File: src/rtl/imem_loader_if.sv
// Byte-stream source and InstructionRAM write port seen by the boot loader.
// master = byte source / RAM side, slave = loader.
interface imem_loader_if #(
    parameter int ADDR_WIDTH = 9
);
    logic                  byte_valid;
    logic [7:0]            byte_data;
    logic                  byte_ready;
    logic                  ram_we;
    logic [ADDR_WIDTH-1:0] ram_addr;
    logic [31:0]           ram_wdata;

    modport master (
        output byte_valid, byte_data,
        input  byte_ready, ram_we, ram_addr, ram_wdata
    );

    modport slave (
        input  byte_valid, byte_data,
        output byte_ready, ram_we, ram_addr, ram_wdata
    );
endinterface

File: src/rtl/imem_loader.sv
// Boot-time program loader: packs a big-endian byte stream into 32-bit words, writes
// them to InstructionRAM at consecutive addresses, and releases cpu_run after HALT_WORD.
module imem_loader #(
    parameter int          ADDR_WIDTH = 9,
    parameter logic [31:0] HALT_WORD  = 32'hFFFF_FFFF
) (
    input  logic                  clk,
    input  logic                  rst_n,
    input  logic                  start,
    imem_loader_if.slave          bus,
    output logic                  cpu_run,
    output logic                  busy,
    output logic                  overflow_err,
    output logic [ADDR_WIDTH:0]   word_count,
    output logic [31:0]           checksum
);
    localparam logic [ADDR_WIDTH:0] LAST_ADDR  = {1'b0, {ADDR_WIDTH{1'b1}}};
    localparam logic [ADDR_WIDTH:0] FULL_COUNT = {1'b1, {ADDR_WIDTH{1'b0}}};

    typedef enum logic [2:0] {
        IDLE  = 3'd0,
        RECV  = 3'd1,
        WRITE = 3'd2,
        DONE  = 3'd3,
        ERR   = 3'd4
    } state_t;

    state_t              state, nextState;
    logic [1:0]          byteIdx;
    logic [31:0]         wordBuf;
    logic [ADDR_WIDTH:0] wordCount;
    logic [31:0]         checksumQ;
    logic                byteFire;
    logic                restart;

    // byte_ready is decoded from state alone, so valid never reaches ready combinationally.
    assign byteFire = bus.byte_valid && (state == RECV);
    assign restart  = start && ((state == IDLE) || (state == DONE) || (state == ERR));

    always_ff @(posedge clk or negedge rst_n) begin
        if (!rst_n) state <= IDLE;
        else        state <= nextState;
    end

    always_comb begin
        nextState = state;
        unique case (state)
            IDLE:  if (start) nextState = RECV;
            RECV:  if (byteFire && (byteIdx == 2'd3)) nextState = WRITE;
            // Halt has priority over full, so a halt in the last slot still completes.
            WRITE: begin
                if (wordBuf == HALT_WORD)       nextState = DONE;
                else if (wordCount == LAST_ADDR) nextState = ERR;
                else                             nextState = RECV;
            end
            DONE:  if (start) nextState = RECV;
            ERR:   if (start) nextState = RECV;
            default: nextState = IDLE;
        endcase
    end

    always_ff @(posedge clk or negedge rst_n) begin
        if (!rst_n) begin
            byteIdx   <= '0;
            wordBuf   <= '0;
            wordCount <= '0;
            checksumQ <= '0;
        end else if (restart) begin
            byteIdx   <= '0;
            wordBuf   <= '0;
            wordCount <= '0;
            checksumQ <= '0;
        end else if (byteFire) begin
            wordBuf <= {wordBuf[23:0], bus.byte_data};
            byteIdx <= byteIdx + 2'd1;
        end else if (state == WRITE) begin
            byteIdx   <= '0;
            checksumQ <= checksumQ + wordBuf;
            if (wordCount != FULL_COUNT)
                wordCount <= wordCount + (ADDR_WIDTH+1)'(1);
        end
    end

    assign bus.byte_ready = (state == RECV);
    assign bus.ram_we     = (state == WRITE);
    assign bus.ram_addr   = (state == WRITE) ? wordCount[ADDR_WIDTH-1:0] : '0;
    assign bus.ram_wdata  = (state == WRITE) ? wordBuf : '0;
    assign cpu_run        = (state == DONE);
    assign busy           = (state == RECV) || (state == WRITE);
    assign overflow_err   = (state == ERR);
    assign word_count     = wordCount;
    assign checksum       = checksumQ;

    a_weSingle: assert property (@(posedge clk) disable iff (!rst_n) bus.ram_we |=> !bus.ram_we);
    a_cntBound: assert property (@(posedge clk) disable iff (!rst_n) wordCount <= FULL_COUNT);
    a_runIdle:  assert property (@(posedge clk) disable iff (!rst_n) !(cpu_run && busy));
endmodule

File: src/flat_wrapper.sv
// flat-port wrapper written by rule: the top's interface ports become plain ports
module imem_loader_flat 
#(
    parameter int          ADDR_WIDTH = 9,
    parameter logic [31:0] HALT_WORD  = 32'hFFFF_FFFF
)
  (clk, rst_n, start, cpu_run, busy, overflow_err, word_count, checksum, bus_byte_valid, bus_byte_data, bus_byte_ready, bus_ram_we, bus_ram_addr, bus_ram_wdata);
  imem_loader_if #(.ADDR_WIDTH(ADDR_WIDTH)) bus_i ();
  input  logic clk;
  input  logic rst_n;
  input  logic start;
  output logic cpu_run;
  output logic busy;
  output logic overflow_err;
  output logic [ADDR_WIDTH:0] word_count;
  output logic [31:0] checksum;
  input wire logic [$bits(bus_i.byte_valid)-1:0] bus_byte_valid;
  input wire logic [$bits(bus_i.byte_data)-1:0] bus_byte_data;
  output wire logic [$bits(bus_i.byte_ready)-1:0] bus_byte_ready;
  output wire logic [$bits(bus_i.ram_we)-1:0] bus_ram_we;
  output wire logic [$bits(bus_i.ram_addr)-1:0] bus_ram_addr;
  output wire logic [$bits(bus_i.ram_wdata)-1:0] bus_ram_wdata;
  assign bus_i.byte_valid = bus_byte_valid;
  assign bus_i.byte_data = bus_byte_data;
  assign bus_byte_ready = bus_i.byte_ready;
  assign bus_ram_we = bus_i.ram_we;
  assign bus_ram_addr = bus_i.ram_addr;
  assign bus_ram_wdata = bus_i.ram_wdata;
  imem_loader #(.ADDR_WIDTH(ADDR_WIDTH), .HALT_WORD(HALT_WORD)) u_core (.clk(clk), .rst_n(rst_n), .start(start), .bus(bus_i), .cpu_run(cpu_run), .busy(busy), .overflow_err(overflow_err), .word_count(word_count), .checksum(checksum));
endmodule
File: config.mk
export PLATFORM = sky130hd
export DESIGN_NAME = imem_loader_flat
export DESIGN_NICKNAME = d
export VERILOG_FILES = /design/src/rtl/imem_loader_if.sv /design/src/rtl/imem_loader.sv /design/src/flat_wrapper.sv
export SDC_FILE = /design/constraint.sdc
export NUM_CORES = 1
export LEC_CHECK = 0
export CORE_MARGIN = 4
export CORE_UTILIZATION = 45
export DETAILED_ROUTE_END_ITERATION = 16
export PLACE_DENSITY = 0.7
export SLEW_MARGIN = 5
export SYNTH_ARGS = -nofsm -noshare
export SYNTH_HDL_FRONTEND = slang
export SYNTH_SLANG_ARGS = --single-unit
File: constraint.sdc
create_clock -name clk -period 3.4 [get_ports clk]
set_input_delay 0.34 -clock clk [delete_from_list [all_inputs] [get_ports clk]]
set_output_delay 0.34 -clock clk [all_outputs]
set_load 0.005 [all_outputs]
After elaboration in Yosys (flattened, before gate mapping)
Cells that the tools add are included.
{"block": "op_classes", "add_sub_neg": 3, "mul": 0, "div_mod_pow": 0, "n_lt_le_gt_ge": 0, "n_eq_ne": 11, "shifts": 0, "n_mux": 19, "n_bitwise": 0, "reduce_logical": 15}
{"op": "$mux 32", "n": 6}
{"op": "$mux 10", "n": 4}
{"op": "$add 32x32->32", "n": 1}
{"op": "$eq 32x32->1 const B", "n": 1}
{"op": "$mux 3", "n": 4}
{"op": "$add 10x1->10 const B", "n": 1}
{"op": "$eq 10x9->1 const B", "n": 1}
{"op": "$ne 10x10->1 const B", "n": 1}
{"op": "$mux 9", "n": 1}
{"op": "$pmux 3 s3", "n": 1}
{"op": "$eq 3x2->1 const B", "n": 2}
{"op": "$mux 2", "n": 3}
{"op": "$reduce_bool 2->1", "n": 3}
{"op": "$ne 2x1->1 const B", "n": 2}
{"op": "$reduce_and 2->1", "n": 2}
{"op": "$eq 3x1->1 const B", "n": 1}
{"op": "$eq 3x3->1 const B", "n": 1}
{"op": "$logic_and 1x1->1", "n": 3}
{"op": "$logic_not 3->1", "n": 1}
{"op": "$logic_or 1x1->1", "n": 3}
{"op": "$reduce_and 3->1", "n": 1}
{"op": "$reduce_bool 3->1", "n": 1}
{"op": "$reduce_or 3->1", "n": 1}
{"op": "$add 2x1->2 const B", "n": 1}
{"op": "2 further kinds", "n": 2}
{"block": "totals", "regBits": 79, "latchBits": 0, "ram_bits": 0, "romBits": 0, "inputBits": 12, "out_inout_bits": 88, "n_memories": 0}

Depth between registers and ports, before layout
Gate-level depths: netlist of run 1.
{"block": "depth", "depth_word": 6, "depth_mapped": 11, "ltp_nobuf": 11}

Least setup slack after synthesis of run 1
Ideal clock, no wire load.
{"block": "synth_timing", "kind": "reg-to-reg", "from": "register u_core.wordBuf[0]", "to": "register u_core.checksumQ[28] (netlist: u_core.checksum[28])", "setup_ps": 130, "t_arrival_ps": 2293, "required_ps": 3270, "path_slack_ps": 977, "path_stages_with_launch": 12, "n_path_buf": 0, "synth_period_minus_slack_ps": 2423, "cell_sequence": "dfrtp_1 ha_1 inv_1 fa_1 nor2b_1 o211ai_1 a211oi_2 nor3_4 o31ai_4 a2111oi_2 a41oi_1 o21ai_1"}
{"block": "synth_via", "elab_chain_len": 4}
{"item": "start: declaration", "line_no": "imem_loader.sv:30", "source": "logic [31:0] wordBuf;"}
{"item": "start signal: assignment", "line_no": "imem_loader.sv:74", "source": "wordBuf <= {wordBuf[23:0], bus.byte_data};"}
{"item": "$add 32x32->32", "line_no": "imem_loader.sv:78", "source": "checksumQ <= checksumQ + wordBuf;"}
{"item": "$mux 32", "line_no": "imem_loader.sv:76", "source": "end else if (state == WRITE) begin"}
{"item": "$mux 32", "line_no": "imem_loader.sv:73", "source": "end else if (byteFire) begin"}
{"item": "$mux 32", "line_no": "imem_loader.sv:68", "source": "end else if (restart) begin"}
{"item": "end signal: assignment", "line_no": "imem_loader.sv:78"}
{"item": "end: declaration", "line_no": "imem_loader.sv:32", "source": "logic [31:0] checksumQ;"}
No other way between the ends. The select of a mux whose other input is x is not followed.
A chain may end at the register's enable or synchronous reset.

Worst setup path after layout of run 1
Ends and elaborated chain as after synthesis.

==> flow_summary.json, run 1 <==
{
  "fin_area_mm2": 0.006880,
  "cts_tree": "yes",
  "fin_worst_skew_ns": 0.007825,
  "gr-total-overflow": 0,
  "wl_um": 16430,
  "max_freq_mhz": 366.0,
  "critPathLaunchType": "flip-flop",
  "synth_area_mm2": 0.005464,
  "syn-num-nets": 709,
  "final_layout_size_suffix_gt1_share_pct": 6.417,
  "fin_crit_sh_pct": 80.36,
  "rr_endpoint": "u_core.checksum[28]$_DFFE_PN0P_",
  "period_needed_ns": 2.732,
  "tightest_slew_ns": 0.7675,
  "power_density_mw_per_mm2": 832.8,
  "hp-class": "input port to async pin",
  "cp-startpoint": "u_core.wordBuf[0]$_DFFE_PN0P_",
  "dp_hpwl_um": 11890,
  "critical_path_class": "flip-flop to flip-flop",
  "grt_antenna_before_repair": 0,
  "num_io_pins": 100,
  "post_drt_wl_per_cell_um": 18.44,
  "final.setup.tns_ns": 0,
  "worstSetupEndpoint": "u_core.checksum[28]$_DFFE_PN0P_",
  "io_buffers": 99,
  "vias_per_cell": 5.801,
  "coreArea_mm2": 0.01166,
  "clkSlewWorstSetupHoldPaths_ns": 0.06,
  "area_growth_pct": 25.92,
  "dr.pass1.iters": 6,
  "cp_data_arrival_time_ns": 2.95,
  "ir_worst_vdd_v": 0.0005430,
  "synth.distinct_cells": 65,
  "ctsResizeCount": 0,
  "place_congestion": 0.9363,
  "finalPower_uw": 5730,
  "reg2reg_slack_ns": 0.67,
  "drc_errors": 0,
  "synth_seq_area_share_pct": 36.18,
  "netlist_instances": 662,
  "synth-seq-cells": 79,
  "htree_levels": 3,
  "regToRegStartpoint": "u_core.wordBuf[0]$_DFFE_PN0P_",
  "worstPathRequired_ns": 3.62,
  "drt_iter0_drc": 351,
  "root_buffer": "clkbuf_16",
  "avgSynthCellArea_um2": 8.254,
  "diodes": 0,
  "rsz0062_at_grt": "false",
  "cts_inserted_buffers": 9,
  "die_x_um": 118.2,
  "die_h_um": 118.2,
  "rr_worst_depth": 11,
  "p_leak_uw": 0.002989,
  "end_kind": "flip-flop",
  "cts_sinks": 79,
  "cts_setup_buffers": 0,
  "row_count": 39,
  "track_usage_pct": 23.93,
  "report.final.slew_viol_count": 0,
  "cts_buffer_depth": 2,
  "final_core_util_pct": 59.00,
  "status": "finished, final reports clean",
  "place_area_mm2": 0.006534,
  "cp_max_fo": 5,
  "grt_start_max_net_pins": 60,
  "ys.flop_type": "dfrtp_1",
  "layout_common_cells": "nand2_1, clkdlybuf4s50_1, dfrtp_1",
  "maxCapViolCount": 0,
  "finalHoldViolCount": 0,
  "slew-limit-headroom_pct": 48.83,
  "clk_latency_ns": 0.35,
  "synth_warnings": 0,
  "synth_edf_count": 0,
  "final_common_cell": "nand2_1",
  "die-area_mm2": 0.01397,
  "postRouteAntennaNets": 0,
  "setup_viol": 0,
  "async_flop_share_pct": 100.0,
  "nets": 790,
  "via_count": 5169,
  "hold_buffers": 0,
  "grt_pass1_wl_um": 27030,
  "initial_core_util_pct": 46.85,
  "grt_pass1_vias": 5177
}
-- worst max-delay path: stages, from the launching register on --
cell and delay, ns:
dfrtp_1 0.40, ha_1 0.21, inv_1 0.07, fa_1 0.39, nor2b_1 0.18, o211ai_1 0.17
a211oi_2 0.34, nor3_4 0.11, o31ai_4 0.36, a2111oi_2 0.12, a41oi_1 0.17, o21ai_1 0.07
-- power breakdown --
part | switching (uW) | internal, uW | leakage [uW]
Combinational | 1540 | 1230 | 0.00177
Sequential | 509 | 1310 | 0.00105
Clock | 406 | 735 | 0.000168
Total | 2460 | 3270 | 0.00299
-- worst min-delay path by stage --
| stage | start | endpoint | slack, ns | cells past startpoint |
|---|---|---|---|---|
| 3_3_place_gp | rst_n | u_core.checksum[14]$_DFFE_PN0P_ | 0.45 | 1 |
| 5_1_grt | rst_n | u_core.checksum[15]$_DFFE_PN0P_ | 0.11 | 1 |
| 2_1_floorplan | rst_n | u_core.byteIdx[0]$_DFFE_PN0P_ | 0.04 | 0 |
| 6_report | rst_n | u_core.checksum[15]$_DFFE_PN0P_ | 0.05 | 1 |
| 3_5_place_dp | rst_n | u_core.checksum[15]$_DFFE_PN0P_ | 0.45 | 1 |
| 4_1_cts | rst_n | u_core.checksum[15]$_DFFE_PN0P_ | 0.07 | 1 |
-- logic make-up after synthesis --
kind of cell,after synthesis,synth area share [%]
DFF,79,36.18
adders and majority gates,35,8.152
xor gates and xnor gates,32,5.129
buffers and inverters,49,3.778
muxes,5,0.9160
and+or+nand+nor,289,25.19
AOI/OAI and AO/OA,173,20.66
-- cell usage after synthesis, types with 5 or more instances --
library cell	count	share of area, %
nand2_1	129	8.9
dfrtp_1	79	36
o21ai_0	62	5.7
and2_1	42	4.8
nor2_1	42	2.9
a21oi_1	36	3.3
ha_1	34	7.8
clkbuf_1	31	2.1
nand3_1	23	2.1
xnor2_1	17	2.7
nand4_1	15	1.7
xor2_1	15	2.4
o21ai_1	12	1.1
a21o_1	11	1.5
inv_1	11	0.76
a31oi_1	6	0.69
nor3b_1	6	0.82
and3_1	5	0.57
mux2i_1	5	0.92
nand2b_1	5	0.57
nor4_1	5	0.57
o211ai_1	5	0.69
-- sequential cells by signal, summed over array words and instances (netlist names) --
register and count:
u_core.byteIdx 2, u_core.word_count 10, u_core.state 3, u_core.checksum 32
u_core.wordBuf 32
-- layout make-up --
type | count | area (um2)
Clock buffer | 10 | 239.0
Clock inverter | 6 | 107.6
Fill cell | 1059 | 4782
Inverter | 11 | 41.29
Multi-Input combinational cell | 534 | 3281
Sequential cell | 79 | 1977
Tap cell | 143 | 178.9
Timing Repair Buffer | 108 | 1056
-- stage by stage --
| step | setup WS (ns) | hold slack, ns | cells |
|---|---|---|---|
| detailed placement | 0.6668 | 0.4506 | 875 |
| finish | 0.6677 | 0.04694 | 891 |
| floorplan | 0.9767 | 0.04441 | 662 |
| global placement | 0.7243 | 0.4467 | 875 |
| global route | 0.4537 | 0.1124 | 891 |
| CTS | 0.6283 | 0.07149 | 891 |
-- layer usage --
layer	GRT usage, %	up-vias	routed length [um]
li1	-	2480	-
met1	32.67	2454	7439
met2	37.33	206	7455
met3	4.871	29	1167
met4	9.670	0	366
met5	0	-	0
(Power assumes the default switching activity.)
==> run 2: changes to the inputs <==
Settings changed: PLACE_DENSITY 0.7 to 0.73.
Clock period 3.4 ns to 2.4 ns, I/O delays scaled along.
==> run 2 against run 1 <==
Effect of this change: non-clock buffer count grew 103; the flow now finishes with violations (negative setup slack); highest routed layer unchanged; clock-buffer cell count down 1; sequential cell count unchanged; largest power group unchanged; routed wire length up 14%.
==> flow_summary.json, run 2 (same netlist as run 1, synthesis figures left out) <==
{
  "status": "finished, violations left",
  "violations": "negative setup slack",
  "rsz0062_at_grt": "true",
  "postRouteAntennaNets": 0,
  "post_drt_wl_per_cell_um": 18.84,
  "period_needed_ns": 2.507,
  "p_sw_uw": 4201,
  "power.share.switching_pct": 42.73,
  "diodes": 0,
  "clk_latency_ns": 0.35,
  "layout_common_cells": "nand2_1, buf_4, clkdlybuf4s50_1",
  "finalHoldViolCount": 0,
  "maxCapViolCount": 0,
  "final_layout_size_suffix_gt1_share_pct": 23.62,
  "die_x_um": 118.2,
  "htree_levels": 3,
  "io_buffers": 99,
  "cts_inserted_buffers": 9,
  "cp_max_fo": 4,
  "root_buffer": "clkbuf_16",
  "instances_no_fill": 994,
  "fin_worst_skew_ns": 0.01102,
  "power.share.sequential_pct": 25.0,
  "area_growth_pct": 46.74,
  "grt_pass1_vias": 5594,
  "via_count": 5704,
  "row_count": 39,
  "finalPower_uw": 9831,
  "initial_core_util_pct": 46.85,
  "nets": 893,
  "power_frac_clock_pct": 14.7,
  "internal_power_uw": 5630,
  "critPathLaunchType": "flip-flop",
  "final.setup.tns_ns": -0.4542,
  "p_leak_uw": 0.003503,
  "grt_start_max_net_pins": 46,
  "setup_viol": 6,
  "cts_tree": "yes",
  "worstSetupEndpoint": "u_core.checksum[22]$_DFFE_PN0P_",
  "place_inst": 962,
  "grt_antenna_before_repair": 0,
  "worstPathRequired_ns": 2.63,
  "max_freq_mhz": 398.9,
  "die_h_um": 118.2,
  "met1_length_um": 8387,
  "wl_met3_um": 1231,
  "hp-class": "input port to async pin",
  "cp_data_arrival_time_ns": 2.74,
  "whs_ns": 0.4306,
  "power_density_mw_per_mm2": 1226,
  "finalWorstSetupSlack_ns": -0.1066,
  "routed-wl-met2_um": 8694,
  "cts_sinks": 79,
  "vias_per_cell": 5.738,
  "report.final.slew_viol_count": 0,
  "final_common_cell": "nand2_1",
  "die-area_mm2": 0.01397,
  "ir_worst_vdd_v": 0.0005618,
  "regToRegStartpoint": "u_core.checksum[0]$_DFFE_PN0P_",
  "track_usage_pct": 25.58,
  "top_layer_used": "met4",
  "critical_path_class": "flip-flop to flip-flop",
  "num_io_pins": 100,
  "place_area_mm2": 0.007199,
  "dp_hpwl_um": 13100,
  "clkSlewWorstSetupHoldPaths_ns": 0.07,
  "end_kind": "flip-flop",
  "reg2reg_slack_ns": -0.11,
  "fin_crit_sh_pct": 104.4,
  "cts_buffer_depth": 2,
  "cp-startpoint": "u_core.checksum[0]$_DFFE_PN0P_",
  "gr-total-overflow": 0,
  "rr_worst_depth": 11,
  "tightest_slew_ns": 0.5882,
  "slew-limit-headroom_pct": 60.79,
  "grt_pass1_wl_um": 29130,
  "drc_errors": 0,
  "wl_um": 18730,
  "combPwrFrac_pct": 60.4,
  "fin_area_mm2": 0.008018,
  "coreArea_mm2": 0.01166,
  "dr.pass1.iters": 4,
  "place_congestion": 1.038,
  "drt_iter0_drc": 388,
  "rr_endpoint": "u_core.checksum[22]$_DFFE_PN0P_"
}
## run 2: worst max-delay path, cell delays in order, from the launching register on
cell and delay (ns):
dfrtp_1 0.39, ha_2 0.20, inv_2 0.05, fa_2 0.21, nor2b_2 0.06, o211ai_1 0.31
a21o_1 0.17, nand2_2 0.09, a21oi_4 0.29, nor2_2 0.07, or3_1 0.31, a32o_1 0.24
## run 2: what timing repair did
item	in CTS	in global routing
pin swaps	8	21
endpoints found under the setup margin	52	56
hold buffers	1	0
hold endpoints to repair	39	0
setup buffers	4	11
gates cloned	0	0
resized for setup	20	59
## run 2: stage by stage
step | utilization, % | setup WS, ns
floorplan | - | 0.01249
global placement | 61.73 | -0.09458
detailed placement | 61.73 | -0.1500
CTS | 65.39 | -0.1106
global route | 68.75 | -0.2268
finish | 68.75 | -0.1066
## run 2: layout make-up
class,instances,area (um2)
Multi-Input combinational cell,534,3652
Inverter,11,41.29
Sequential cell,79,1978
Fill cell,893,3645
Clock inverter,7,78.83
Clock buffer,9,225.2
Tap cell,143,178.9
Timing Repair Buffer,211,1863
## run 2: metal layers
| metal | global-route usage (%) | up-vias |
|---|---|---|
| met1 | 35.92 | 2760 |
| met2 | 40.59 | 225 |
| li1 | - | 2689 |
| met3 | 5.110 | 30 |
| met5 | 0 | - |
| met4 | 6.740 | 0 |
## run 2: worst min path at each step
| stage | endpoint | slack [ns] | cells after the start |
|---|---|---|---|
| after global routing | u_core.wordBuf[1]$_DFFE_PN0P_ | 0.45 | 3 |
| after floorplan | u_core.byteIdx[0]$_DFFE_PN0P_ | -0.06 | 0 |
| after detailed placement | u_core.checksum[14]$_DFFE_PN0P_ | 0.28 | 1 |
| after global placement | u_core.checksum[14]$_DFFE_PN0P_ | 0.27 | 1 |
| after CTS | u_core.wordBuf[4]$_DFFE_PN0P_ | 0.44 | 3 |
| final | u_core.checksum[14]$_DFFE_PN0P_ | 0.43 | 2 |
## run 2: power by group through the flow
stage | Combinational [uW] | Sequential, uW | Clock [uW]
3_5_place_dp | 5150 | 2370 | 0
5_1_grt | 6420 | 2510 | 1510
4_1_cts | 5330 | 2380 | 1440
3_3_place_gp | 5050 | 2340 | 0
6_report | 5930 | 2450 | 1440
2_1_floorplan | 2610 | 2330 | 0
==> run 3: changes to the inputs <==
Settings changed: PLACE_DENSITY 0.73 to 0.7.
Clock period 2.4 ns to 2.9 ns, I/O delays scaled along.
==> run 3 against run 2 <==
Effect of this change: the flow now finishes without violations; clock power is 24% lower; utilization is 9.3 points lower; routed wire length is 14% lower; register-to-register slack better by 0.28 ns; sequential share of layout area is 3.9 points higher; cell count is 8.9% lower; global-route usage is 2.4 points lower; clock skew is 0.0033 ns lower; maximum frequency is 8.0% lower; worst setup slack better by 0.28 ns; critical path depth stayed put; critical path type unchanged; largest cell class unchanged; largest power group unchanged.
==> flow_summary.json, run 3 (same netlist as run 1, synthesis figures left out) <==
{
  "status": "finished, final reports clean",
  "grt_pass1_wl_um": 26360,
  "report.final.slew_viol_count": 0,
  "final_core_util_pct": 59.41,
  "gr-total-overflow": 0,
  "layout_common_cells": "nand2_1, clkdlybuf4s50_1, dfrtp_1",
  "cts_inserted_buffers": 9,
  "fillerInstances": 1046,
  "nets": 805,
  "final_common_cell": "nand2_1",
  "worstPathRequired_ns": 3.17,
  "track_usage_pct": 23.14,
  "row_count": 39,
  "io_buffers": 99,
  "place_congestion": 0.9352,
  "power_density_mw_per_mm2": 946.6,
  "grt_antenna_before_repair": 0,
  "cts_buffer_depth": 2,
  "clkSlewWorstSetupHoldPaths_ns": 0.07,
  "period_needed_ns": 2.725,
  "cts_sinks": 79,
  "instances_no_fill": 906,
  "final.setup.tns_ns": 0,
  "cts_setup_buffers": 0,
  "hold_buffers": 0,
  "die-area_mm2": 0.01397,
  "maxCapViolCount": 0,
  "area_growth_pct": 26.81,
  "drt_iter0_drc": 312,
  "clk_latency_ns": 0.34,
  "hp-class": "input port to async pin",
  "via_count": 5196,
  "seq_area_mm2": 0.001977,
  "p_leak_uw": 0.003024,
  "htree_levels": 3,
  "ctsResizeCount": 0,
  "post_drt_wl_per_cell_um": 17.80,
  "critical_path_class": "flip-flop to flip-flop",
  "place_inst": 890,
  "dr.pass1.iters": 5,
  "finalHoldViolCount": 0,
  "die_x_um": 118.2,
  "root_buffer": "clkbuf_16",
  "drc_errors": 0,
  "tightest_slew_ns": 1.048,
  "fin_worst_skew_ns": 0.007709,
  "diodes": 0,
  "num_io_pins": 100,
  "final_layout_size_suffix_gt1_share_pct": 8.257,
  "setup_viol": 0,
  "rsz0062_at_grt": "false",
  "critPathLaunchType": "flip-flop",
  "grt_pass1_vias": 5060,
  "coreArea_mm2": 0.01166,
  "dp_hpwl_um": 11880,
  "cp_data_arrival_time_ns": 2.99,
  "multiInputGateArea_mm2": 0.003281,
  "fin_crit_sh_pct": 93.95,
  "cp_max_fo": 5,
  "slew-limit-headroom_pct": 30.13,
  "end_kind": "flip-flop",
  "max_freq_mhz": 367.0,
  "vias_per_cell": 5.735,
  "ir_worst_vdd_v": 0.0004287,
  "grt_start_max_net_pins": 80,
  "initial_core_util_pct": 46.85,
  "cts_tree": "yes",
  "wl_um": 16120,
  "postRouteAntennaNets": 0,
  "die_h_um": 118.2
}
[run 3: changes by cell type in the layout (fill, tap and decap cells not counted), sizes merged]
cell and change:
buf -87, clkinv +3, inv -2, bufinv -1
dlygate4sd3 -1
[run 3: area by class of cell]
cell class                      instances  area share (%)
Tap cell                              143           2.582
Multi-Input combinational cell        534           47.35
Clock inverter                          7          0.8306
Sequential cell                        79           28.53
Timing Repair Buffer                  123           16.87
Inverter                               11          0.5959
Clock buffer                            9           3.250
[run 3: worst paths after layout]
| check | startpoint | endpoint | slack [ns] | cells past startpoint |
|---|---|---|---|---|
| max in group asynchronous | rst_n | u_core.checksum[23]$_DFFE_PN0P_ | 2.10 | 1 |
| min in group clk | bus_byte_data[2] | u_core.wordBuf[2]$_DFFE_PN0P_ | 0.49 | 3 |
| min reg2reg | u_core.checksum[31]$_DFFE_PN0P_ | u_core.checksum[31]$_DFFE_PN0P_ | 0.51 | 1 |
| max | u_core.wordBuf[0]$_DFFE_PN0P_ | u_core.checksum[24]$_DFFE_PN0P_ | 0.18 | 11 |
| min | rst_n | u_core.checksum[11]$_DFFE_PN0P_ | 0.10 | 1 |
| max reg2reg | u_core.wordBuf[0]$_DFFE_PN0P_ | u_core.checksum[24]$_DFFE_PN0P_ | 0.18 | 11 |
[run 3: through the flow]
stage | hold slack (ns) | setup WS (ns) | power [uW] | cell area (um2)
6_report | 0.1029 | 0.1753 | 6559 | 6929
3_3_place_gp | 0.4828 | 0.2432 | 5420 | 6646
5_1_grt | 0.1984 | 0.01461 | 7060 | 6929
3_5_place_dp | 0.4997 | 0.1639 | 5460 | 6646
2_1_floorplan | -0.005591 | 0.4767 | 4087 | 5464
4_1_cts | 0.1616 | 0.1324 | 6569 | 6929
[run 3: routing by layer]
layer	vias up	share of wire, %	track usage [%]
met3	17	5.9	4.585
met4	0	1.4	6.300
li1	2512	-	-
met5	-	0	0
met2	168	44	35.87
met1	2499	49	33.13
[run 3: power by group]
part           leakage, uW  switching (uW)  internal [uW]
clock             0.000128             499            587
sequential         0.00105             496           1540
combinational      0.00184            1900           1540
total              0.00302            2900           3660
[run 3: worst max-delay path, cell delays in order, from the launching register on]
cell and delay [ns]:
dfrtp_1 0.42, ha_1 0.22, inv_1 0.06, fa_1 0.40
nor2b_1 0.17, o211ai_1 0.16, a211oi_2 0.31, nor3_4 0.12
o31ai_4 0.37, a21oi_1 0.14, xor2_1 0.15, o21ai_1 0.13
